$ cat src/rtl/writeback_stage.sv
// Writeback stage: arbitrates ALU and LSU results onto the single regfile write
// port, formats load data, and tracks pending writes for decode hazard stalls.
module writeback_stage #(
    parameter int STARVE_LIMIT = 2
) (
    input  logic        clk_i,
    input  logic        rst_ni,
    input  logic        alu_valid_i,
    output logic        alu_ready_o,
    input  logic [4:0]  alu_rd_addr_i,
    input  logic [31:0] alu_result_i,
    input  logic        lsu_valid_i,
    output logic        lsu_ready_o,
    input  logic [4:0]  lsu_rd_addr_i,
    input  logic [31:0] lsu_rdata_i,
    input  logic [1:0]  lsu_size_i,
    input  logic        lsu_unsigned_i,
    input  logic [1:0]  lsu_offset_i,
    input  logic        issue_i,
    input  logic [4:0]  issue_rd_addr_i,
    input  logic [4:0]  rs_addr_a_i,
    input  logic [4:0]  rs_addr_b_i,
    output logic [4:0]  rd_addr_o,
    output logic [31:0] rd_data_o,
    output logic        rd_we_o,
    output logic [31:0] busy_o,
    output logic        stall_o
);
    localparam int CW = (STARVE_LIMIT < 1) ? 1 : $clog2(STARVE_LIMIT + 1);

    logic [CW-1:0] starve_cnt;
    logic          alu_grant;
    logic          lsu_grant;
    logic          accept;
    logic [7:0]    byte_sel;
    logic [15:0]   half_sel;
    logic          ext_bit;
    logic [31:0]   load_data;
    logic [4:0]    wr_addr;
    logic [31:0]   wr_data;
    logic [31:0]   busy_q;
    logic [31:0]   set_mask;
    logic [31:0]   clr_mask;

    // LSU wins unless the ALU has already lost STARVE_LIMIT cycles in a row.
    assign alu_grant   = alu_valid_i && (!lsu_valid_i || starve_cnt == CW'(STARVE_LIMIT));
    assign lsu_grant   = lsu_valid_i && !alu_grant;
    assign alu_ready_o = alu_grant;
    assign lsu_ready_o = lsu_grant;
    assign accept      = alu_grant || lsu_grant;

    assign byte_sel = lsu_rdata_i[{lsu_offset_i, 3'b000} +: 8];
    assign half_sel = lsu_offset_i[1] ? lsu_rdata_i[31:16] : lsu_rdata_i[15:0];

    always_comb begin
        // NOTE: every always_comb output is given a default first so no path can infer a latch.
        ext_bit   = 1'b0;
        load_data = lsu_rdata_i;
        case (lsu_size_i)
            2'b00: begin
                ext_bit   = !lsu_unsigned_i && byte_sel[7];
                load_data = {{24{ext_bit}}, byte_sel};
            end
            2'b01: begin
                ext_bit   = !lsu_unsigned_i && half_sel[15];
                load_data = {{16{ext_bit}}, half_sel};
            end
            default: load_data = lsu_rdata_i;
        endcase
    end

    assign wr_addr = alu_grant ? alu_rd_addr_i : lsu_rd_addr_i;
    assign wr_data = alu_grant ? alu_result_i  : load_data;

    always_ff @(posedge clk_i or negedge rst_ni) begin
        // NOTE: sequential state uses non-blocking assignments so every flop samples pre-edge values.
        if (!rst_ni) begin
            starve_cnt <= '0;
        end else if (alu_valid_i && !alu_grant) begin
            starve_cnt <= starve_cnt + 1'b1;
        end else begin
            starve_cnt <= '0;
        end
    end

    // Writes to x0 complete the handshake but never raise the write enable.
    always_ff @(posedge clk_i or negedge rst_ni) begin
        if (!rst_ni) begin
            rd_addr_o <= '0;
            rd_data_o <= '0;
            rd_we_o   <= 1'b0;
        end else begin
            rd_we_o <= accept && (wr_addr != 5'd0);
            if (accept) begin
                rd_addr_o <= wr_addr;
                rd_data_o <= wr_data;
            end
        end
    end

    // Clear lands on the same edge the regfile captures the data; a same-cycle set wins.
    assign clr_mask = rd_we_o ? (32'd1 << rd_addr_o) : 32'd0;
    assign set_mask = (issue_i && issue_rd_addr_i != 5'd0) ? (32'd1 << issue_rd_addr_i) : 32'd0;

    always_ff @(posedge clk_i or negedge rst_ni) begin
        if (!rst_ni) begin
            busy_q <= '0;
        end else begin
            busy_q <= ((busy_q & ~clr_mask) | set_mask) & ~32'd1;
        end
    end

    assign busy_o  = busy_q;
    assign stall_o = busy_q[rs_addr_a_i] | busy_q[rs_addr_b_i] | (issue_i & busy_q[issue_rd_addr_i]);

endmodule
$ cat config.mk
export PLATFORM = sky130hd
export DESIGN_NAME = writeback_stage
export DESIGN_NICKNAME = d
export VERILOG_FILES = /design/src/rtl/writeback_stage.sv
export SDC_FILE = /design/constraint.sdc
export NUM_CORES = 1
export LEC_CHECK = 0
export ABC_AREA = 1
export CAP_MARGIN = 15
export CELL_PAD_IN_SITES_DETAIL_PLACEMENT = 0
export CELL_PAD_IN_SITES_GLOBAL_PLACEMENT = 1
export CORE_UTILIZATION = 30
export DETAILED_ROUTE_END_ITERATION = 7
export PLACE_DENSITY_LB_ADDON = 0.3
export RECOVER_POWER = 50
export SLEW_MARGIN = 20
export SYNTH_ARGS = -nofsm -noshare
export SYNTH_HDL_FRONTEND = slang
export SYNTH_SLANG_ARGS = --single-unit
$ cat constraint.sdc
create_clock -name clk_i -period 3.1 [get_ports clk_i]
set_input_delay 0.62 -clock clk_i [delete_from_list [all_inputs] [get_ports clk_i]]
set_output_delay 0.62 -clock clk_i [all_outputs]
set_load 0.01 [all_outputs]
==> results of run 1 <==
synth_stat cells:
master,instances,share of area (%)
nand2_1,166,13
nand3_1,81,8.3
nor2_1,72,5.5
o21ai_0,72,7.4
dfrtp_1,71,36
inv_1,58,4.4
a21oi_1,56,5.7
o21ai_1,51,5.2
clkbuf_1,20,1.5
buf_2,13,1.3
inv_2,11,0.84
o211ai_1,9,1.4
mux2_2,7,1.6
nand4_1,7,0.89
buf_6,6,1.4
nor3_1,6,0.61
buf_4,5,0.77
mux2i_1,5,1.0
nand2_2,5,0.64
a31oi_1,2,0.26
nand3_2,2,0.41
a32o_1,1,0.20
and3_1,1,0.13
conb_1,1,0.077
ha_1,1,0.26
nand2_4,1,0.23
nand3b_1,1,0.15
nor2_2,1,0.13
nor3_2,1,0.20
o21ai_4,1,0.33
o31ai_1,1,0.15
sequential cells by signal, indices dropped and copies added (netlist names):
name        flops
busy_o         31
rd_addr_o       5
rd_data_o      32
rd_we_o         1
starve_cnt      2
power groups by stage:
stage	Clock [mW]	Combinational, mW	Sequential, mW
after floorplan	0	0.650	1.46
after global placement	0	1.57	1.56
after detailed placement	0	1.57	1.55
after CTS	1.09	1.57	1.54
after global routing	1.13	1.74	1.56
final	1.07	1.56	1.54
logic make-up (layout without fill, tap and decap cells):
| logic type | after synthesis | after routing | share of synthesized area [%] |
|---|---|---|---|
| simple gates | 344 | 344 | 29.9 |
| compound gates | 193 | 193 | 20.6 |
| buf+inv | 113 | 282 | 10.3 |
| flops | 71 | 71 | 36.3 |
| mux | 12 | 12 | 2.63 |
| fa+ha+maj | 1 | 1 | 0.255 |
| other cells | 1 | 1 | 0.0765 |
metal layers:
layer | GRT usage, % | routed length [µm]
met5 | 0 | 0
met4 | 9.58 | 476
met3 | 6.60 | 1610
met2 | 37.7 | 8840
met1 | 29.5 | 8020
repair_timing:
| item | in CTS | in global routing |
|---|---|---|
| endpoints found under the setup margin | 1 | 0 |
| gates resized for setup | 5 | 0 |
| hold buffers | 0 | 0 |
final cells by class:
| class | count | area share [%] |
|---|---|---|
| clock buffer | 9 | 3.16 |
| clock inverter | 7 | 1.09 |
| inverter | 69 | 3.63 |
| multi-input combinational | 551 | 36.9 |
| sequential | 71 | 24.9 |
| timing repair buffer | 197 | 26.6 |
| tap | 216 | 3.79 |
metrics by stage:
step                setup WS (ns)  hold slack [ns]  power (mW)
global route               0.0594            0.476        4.43
floorplan                   0.955            0.324        2.10
global placement           -0.224            0.428        3.13
finish                      0.231            0.437        4.17
CTS                         0.217            0.445        4.20
detailed placement         -0.244            0.435        3.12
worst paths after layout:
check / startpoint / to / slack [ns]
setup / recovery: rs_addr_a_i[0] / stall_o / 0.23
hold / removal: starve_cnt[0] / starve_cnt[0] / 0.44
min in group asynchronous: rst_ni / rd_data_o[25] / 0.77
setup reg to reg: starve_cnt[0] / rd_we_o / 1.27
max in group asynchronous: rst_ni / rd_data_o[29] / 1.24
hold reg to reg: starve_cnt[0] / starve_cnt[0] / 0.44
==> out/results.ini, run 1 <==
[route]
drt_iter0_markers=444
dr.pass1.iters=6
vias=5612
drtAntennaViolNets=0
viasPerCell=5.01
wire_per_inst_um=16.9
drc=0
wl_um=18900

[timing]
clock.fmax_ghz=0.349
worst_pin_slew_ns=1.84
rsz0062_at_grt=false
post-route-min-period_ns=2.87
clock_skew_ns=0.00861
tns_ns=0
post-route-period-util_pct=92.5
setup_violations=0
hold_viol=0
relSlewSlack_pct=-22.8
slew_violations=72

[clock_network]
cts_buffers=9
cts_tree=built
cts_setup_buffers=0
clkLatencyLatePin_ns=0.35
cts-root-buf=clkbuf_16
clk_pin_slew_ns=0.06
htreeDepth=3
cts-root-to-sink-buffers=2
cts_sinks=71

[floorplanning]
io_pins=172
die_height_um=130
fp-row-count=46
initial_utilization_pct=30.7
coreArea_mm2=0.0159
die-area_mm2=0.0169
die_w_um=130

[layout]
layout_common_cells=nand2_1, clkdlybuf4s50_1, nand3_1
final_cell_count_no_fill=1120
multi_input_area_mm2=0.00263
syn2layout_area_growth_pct=45.6
postLayoutCellArea_mm2=0.00714
n_fill_cell=1684
nets=999
drive_above_1_share_pct=8.30
layout_commonest_cell=nand2_1
ff_latch_area_mm2=0.00178
n_antenna_cell=0
finalCoreUtilization_pct=44.8

[setup_path]
cp_num_buf_inv=3
path_max_fanout=11
critPathMaxStageDelay_ns=0.52
timing.critical_path.mode_cell=nand2_1
worstPathRequired_ns=2.48
crit_arrival_ns=2.25
path_cells=clkdlybuf4s50_1 > buf_4 > nand2_1 > nand3_1 > nand3_1 > nand3_1 > nand2_1 > nand2_1 > nand2_1 > nor2_1 > nand2_1 > dlygate4sd2_1
cp_top_family=buffers and inverters
cp-start-kind=input port
r2r_cells=10
crit_slowest_cell=clkdlybuf4s50_1
end_kind=output pin
crit_cells=12
critPathKind=in2out

[synthesis]
synth.avg_cell_area_um2=6.67
syn_nets=835
netlist_area_mm2=0.00490
yosys_warnings=0
synth_cell_type_count=31
ys_seq_area_share_pct=36.3
netlist_instances=735
ys_seq_elements=71

[power_and_ir_drop]
seq_power_share_pct=37.0
power.share.switching_pct=38.4
internal_power_mw=2.57
clkPwrFrac_pct=25.6
p_leak_nw=3.18
vdd_drop_max_uv=249
p_sw_mw=1.60
p_comb_share_pct=37.4
p_per_area_mw_per_mm2=584

[hold_path]
hp-class=reg2reg
hold_depth=1

[global_routing]
grt_max_degree=72
antenna_found_initial=0
grt_pass1_wl_um=29800
grt_pass1_vias=5523
grt_overflow_total=0
grt_usage_pct=23.4

[placed_design]
io_buffers=170
hpwl_um=14400
place_area_mm2=0.00684
gp_congestion=0.980
place_inst=1104

[outcome]
violations=capacitance limit, slew limit
status=complete, but fails checks

[run]
cap_violations=1

Power figures use the tool's default switching activity.
==> run 2, diff against run 1 <==
--- a/constraint.sdc
+++ b/constraint.sdc
@@ -3,2 +3,2 @@
 set_output_delay 0.62 -clock clk_i [all_outputs]
-set_load 0.01 [all_outputs]
+set_load 0.005 [all_outputs]
==> out/results.ini, run 2 (synthesis gave the netlist of run 1 again) <==
[outcome]
status=complete, but fails checks
violations=capacitance limit, slew limit

[clock_network]
cts_tree=built
cts_buffers=9  ; unchanged
cts-root-buf=clkbuf_16
clkLatencyLatePin_ns=0.34  ; about the same
cts-root-to-sink-buffers=2  ; unchanged
cts_setup_buffers=0  ; unchanged
htreeDepth=3  ; unchanged
clk_pin_slew_ns=0.06  ; about the same
cts_sinks=71  ; unchanged

[layout]
largest_register_ffs=32  ; unchanged
layout_common_cells=nand2_1, clkdlybuf4s50_1, nand3_1
layout_commonest_cell=nand2_1
nets=997  ; -0.20%
syn2layout_area_growth_pct=46.2
postLayoutCellArea_mm2=0.00717  ; +0.42%
regMostFlops=rd_data_o
n_fill_cell=1671  ; -0.77%
drive_above_1_share_pct=8.20  ; -0.092 points
n_antenna_cell=0  ; unchanged

[hold_path]
hp-class=reg2reg

[route]
vias=5634  ; +0.39%
drtAntennaViolNets=0  ; unchanged
wl_um=18900  ; -0.17%
wire_per_inst_um=16.9  ; about the same
dr.pass1.iters=5  ; -1
drt_iter0_markers=463  ; +4.3%
drc=0  ; unchanged
viasPerCell=5.04  ; +0.57%

[floorplanning]
coreArea_mm2=0.0159  ; unchanged
fp-row-count=46  ; unchanged
initial_utilization_pct=30.7  ; unchanged
die-area_mm2=0.0169  ; unchanged
die_height_um=130  ; unchanged
die_w_um=130  ; unchanged
io_pins=172  ; unchanged

[timing]
holdWs_ns=0.444  ; +0.00621 ns
hold_viol=0  ; unchanged
clock_skew_ns=0.0102  ; +0.00162 ns
setup_ws_ns=0.142  ; -0.0893 ns
setup_violations=0  ; unchanged
post-route-period-util_pct=95.4  ; +2.9 points
post-route-min-period_ns=2.96  ; +0.0893 ns
clock.fmax_ghz=0.338  ; -3.0%
relSlewSlack_pct=-22.9  ; -0.12 points
slew_violations=72  ; unchanged
tns_ns=0  ; unchanged
worst_pin_slew_ns=1.84  ; +0.00173 ns
rsz0062_at_grt=false

[global_routing]
grt_overflow_total=0  ; unchanged
grt_max_degree=72  ; unchanged
grt_most_used_layer=met2
use_met2_pct=37.5  ; -0.16 points
antenna_found_initial=0  ; unchanged
grt_usage_pct=23.0  ; -0.39 points
use_met1_pct=29.7  ; +0.13 points
grt_pass1_wl_um=29200  ; -2.0%
grt_pass1_vias=5377  ; -2.6%
grtUsageMet3_pct=4.76  ; -1.8 points

[setup_path]
cp-start-kind=input port
crit_slowest_cell=clkdlybuf4s50_1
cp_num_buf_inv=3  ; unchanged
critPathMaxStageDelay_ns=0.51  ; about the same
crit_arrival_ns=2.34  ; +0.09 ns
path_cells=dlygate4sd2_1 > buf_4 > o21ai_0 > nand2_1 > nand2_1 > nand2_1 > nand2_1 > nand2_1 > nand3_1 > nand3_1 > nand2_1 > clkdlybuf4s50_1
worstPathRequired_ns=2.48  ; about the same
ff2ff_setup_slack_ns=1.30  ; +0.03 ns
end_kind=output pin
critPathKind=in2out
timing.critical_path.mode_cell=nand2_1
cp_top_family=buffers and inverters
path_max_fanout=6  ; -5

[placed_design]
place_area_mm2=0.00683  ; about the same
hpwl_um=14300  ; -0.66%
gp_congestion=0.941  ; -4.0%
io_buffers=170  ; unchanged
dp_slack_ns=-0.156  ; +0.0872 ns

[run]
cap_violations=1  ; unchanged

[power_and_ir_drop]
power.share.switching_pct=37.1  ; -1.3 points
vdd_drop_max_uv=256  ; +2.8%
p_per_area_mw_per_mm2=574  ; -1.7%
power.total_mw=4.11  ; -1.3%
p_leak_nw=3.22  ; +1.3%
internal_power_mw=2.59  ; +0.75%
clkPwrFrac_pct=26.9  ; +1.3 points
seq_power_share_pct=37.5  ; +0.5 points
p_comb_share_pct=35.6  ; -1.8 points
p_sw_mw=1.53  ; -4.7%

-- run 2: cell count changes in the layout (fill, tap and decap cells not counted), sizes merged, moves of 2 or more --
| cell | delta |
|---|---|
| dlymetal6s2s | +4 |
| clkinv | -2 |
| clkdlybuf4s50 | -10 |
| dlygate4sd3 | +7 |
| buf | -2 |
-- run 2: cell type report --
type / count / area (µm²) / area share [%]
clock buffer: 10 / 239 / 3.33
clock inverter: 6 / 72.6 / 1.01
tap: 216 / 270 / 3.77
timing repair buffer: 195 / 1910 / 26.7
sequential: 71 / 1780 / 24.8
inverter: 69 / 264 / 3.68
multi-input combinational: 551 / 2630 / 36.7
-- run 2: worst paths after layout --
| check | startpoint | endpoint | cells after the start |
|---|---|---|---|
| hold reg to reg | starve_cnt[0] | starve_cnt[0] | 1 |
| setup reg to reg | starve_cnt[0] | rd_we_o | 10 |
| min in group asynchronous | rst_ni | rd_data_o[25] | 1 |
| max in group asynchronous | rst_ni | busy_o[3] | 1 |
| hold / removal | starve_cnt[0] | starve_cnt[0] | 1 |
| setup / recovery | issue_rd_addr_i[0] | stall_o | 12 |
-- run 2: power by group through the flow --
stage	Sequential, mW	Combinational, mW	Clock (mW)
5_1_grt	1.56	1.64	1.17
2_1_floorplan	1.37	0.649	0
3_3_place_gp	1.55	1.47	0
3_5_place_dp	1.55	1.47	0
6_report	1.54	1.46	1.11
4_1_cts	1.53	1.48	1.12
-- run 2: per-layer routing --
layer	share of wire, %	vias to the layer above	wire length [µm]
met3	7.0	32	1320
met4	2.9	0	545
li1	-	2760	-
met1	44	2618	8230
met5	0	-	0
met2	47	224	8820
-- run 2: per-stage QoR --
step	instances	utilization (%)
6_report	1118	45.0
5_1_grt	1118	45.0
4_1_cts	1118	44.8
3_5_place_dp	1102	42.9
3_3_place_gp	1102	42.9
2_1_floorplan	735	-
-- run 2: timing repair --
action,in CTS,in global routing
resized for setup,4,8
hold endpoints to repair,0,0
setup endpoints to repair,1,1
hold buffers,0,0
gates cloned,0,0
==> run 3, diff against run 2 <==
CORE_UTILIZATION = 34   (was 30)
==> out/results.ini, run 3 (synthesis gave the netlist of run 1 again) <==
[power_and_ir_drop]
p_sw_mw=1.52  ; -0.67%
p_per_area_mw_per_mm2=573  ; -0.22%
clkPwrFrac_pct=25.9  ; -1.0 points
internal_power_mw=2.56  ; -1.2%
vdd_drop_max_uv=279  ; +8.9%
p_leak_nw=3.21  ; -0.43%
seq_power_share_pct=37.1  ; -0.4 points
power.total_mw=4.07  ; -1.0%
power.share.switching_pct=37.2  ; +0.12 points
p_comb_share_pct=37.0  ; +1.4 points

[setup_path]
worstPathRequired_ns=2.48  ; about the same
cp_num_buf_inv=2  ; -1
timing.critical_path.mode_cell=nand3_1
critPathKind=in2out
cp_top_family=buffers and inverters
crit_arrival_ns=2.33  ; about the same
cp-start-kind=input port
path_max_fanout=9  ; +3
end_kind=output pin
path_cells=dlygate4sd2_1 > nand2_2 > nor2_1 > nor2_1 > nand3_1 > nand3_1 > nand3_1 > nand3_1 > nand2_1 > clkdlybuf4s50_1
crit_slowest_cell=clkdlybuf4s50_1
critPathMaxStageDelay_ns=0.50  ; about the same

[clock_network]
htreeDepth=3  ; unchanged
clk_pin_slew_ns=0.06  ; about the same
cts_buffers=9  ; unchanged
clkLatencyLatePin_ns=0.33  ; about the same
cts-root-buf=clkbuf_16
cts_sinks=71  ; unchanged
hold_buffers=0  ; unchanged
cts_tree=built
cts_setup_buffers=0  ; unchanged
cts-root-to-sink-buffers=2  ; unchanged

[route]
met1_length_um=7800  ; -5.2%
topRoutingLayerUsed=met4
vias=5696  ; +1.1%
drt_iter0_markers=499  ; +7.8%
wire_per_inst_um=17.7  ; +4.4%
viasPerCell=5.27  ; +4.6%
dr.pass1.iters=5  ; unchanged
wl_um=19100  ; +0.91%
drc=0  ; unchanged
drtAntennaViolNets=0  ; unchanged
met3_length_um=1380  ; +4.4%
met2_length_um=9170  ; +4.0%

[timing]
clock_skew_ns=0.0119  ; +0.00167 ns
clock.fmax_ghz=0.339  ; +0.33%
holdWs_ns=0.430  ; -0.0137 ns
setup_ws_ns=0.151  ; +0.00979 ns
worst_pin_slew_ns=1.86  ; +0.0197 ns
setup_violations=0  ; unchanged
post-route-min-period_ns=2.95  ; -0.00979 ns
relSlewSlack_pct=-24.2  ; -1.3 points
post-route-period-util_pct=95.1  ; -0.32 points
hold_viol=0  ; unchanged
rsz0062_at_grt=false
slew_violations=31  ; -57%
tns_ns=0  ; unchanged

[run]
cap_violations=1  ; unchanged

[floorplanning]
initial_utilization_pct=35.0  ; +4.3 points
io_pins=172  ; unchanged
fp-row-count=43  ; -6.5%
die_w_um=122  ; -6.0%
coreArea_mm2=0.0140  ; -12%
die_height_um=122  ; -6.0%
die-area_mm2=0.0149  ; -12%

[outcome]
status=complete, but fails checks
violations=capacitance limit, slew limit

[global_routing]
grt_overflow_total=0  ; unchanged
grt_max_degree=52  ; -28%
antenna_found_initial=0  ; unchanged
grt_pass1_wl_um=29800  ; +1.8%
grt_pass1_vias=5502  ; +2.3%
grt_usage_pct=26.2  ; +3.2 points

[layout]
n_antenna_cell=0  ; unchanged
drive_above_1_share_pct=8.10  ; -0.10 points
largest_register_ffs=32  ; unchanged
finalCoreUtilization_pct=50.8  ; +5.9 points
regMostFlops=rd_data_o
nets=996  ; -0.10%
final_cell_count_no_fill=1081  ; -3.3%
postLayoutCellArea_mm2=0.00711  ; -0.79%
layout_common_cells=nand2_1, clkdlybuf4s50_1, nand3_1
syn2layout_area_growth_pct=45.1
layout_commonest_cell=nand2_1

[placed_design]
gp_congestion=0.965  ; +2.6%
dp_slack_ns=-0.166  ; -0.00949 ns
place_area_mm2=0.00679  ; -0.62%
io_buffers=170  ; unchanged
place_inst=1065  ; -3.4%
hpwl_um=14900  ; +4.6%

[hold_path]
hp-class=reg2reg

run 3: layer usage:
metal  GRT usage, %  vias to the layer above
met5              0                        -
met4           11.4                        0
met3           5.15                       38
met1           32.3                     2624
li1               -                     2769
met2           44.2                      265
run 3: repair_timing:
action | in CTS | in global routing
pin swaps | 0 | 0
endpoints found under the setup margin | 1 | 1
resized for setup | 10 | 2
run 3: final cells by class:
class | count | area, µm²
multi-input cells | 551 | 2640
clock inverters | 7 | 78.8
fillers | 1458 | 6880
clock buffers | 9 | 225
inverters | 69 | 262
repair buffers | 194 | 1910
flip-flops and latches | 71 | 1780
well taps | 180 | 225
run 3: power by group through the flow:
stage,Clock (mW),Combinational (mW),Sequential [mW]
3_3_place_gp,0,1.50,1.53
3_5_place_dp,0,1.51,1.53
2_1_floorplan,0,0.649,1.37
4_1_cts,1.08,1.52,1.52
6_report,1.05,1.51,1.51
5_1_grt,1.12,1.67,1.55
run 3: final timing paths:
| kind | start | cells past startpoint | to | slack (ns) |
|---|---|---|---|---|
| max | issue_rd_addr_i[0] | 10 | stall_o | 0.15 |
| min | starve_cnt[0] | 1 | starve_cnt[0] | 0.43 |
| max reg2reg | starve_cnt[0] | 10 | rd_we_o | 1.29 |
| min reg2reg | starve_cnt[0] | 1 | starve_cnt[0] | 0.43 |
| max in group asynchronous | rst_ni | 1 | rd_data_o[21] | 1.23 |
| min in group asynchronous | rst_ni | 1 | busy_o[13] | 0.79 |
run 3: worst reg2reg max path, cell delays in order (launching register included):
cell and delay [ns]:
dfrtp_1 0.35, inv_1 0.05, ha_1 0.18, inv_1 0.05, nand2_1 0.08, nand2_2 0.09, buf_4 0.34, mux2i_1 0.29
nand3_1 0.11, nor2_1 0.10, nor2_1 0.05
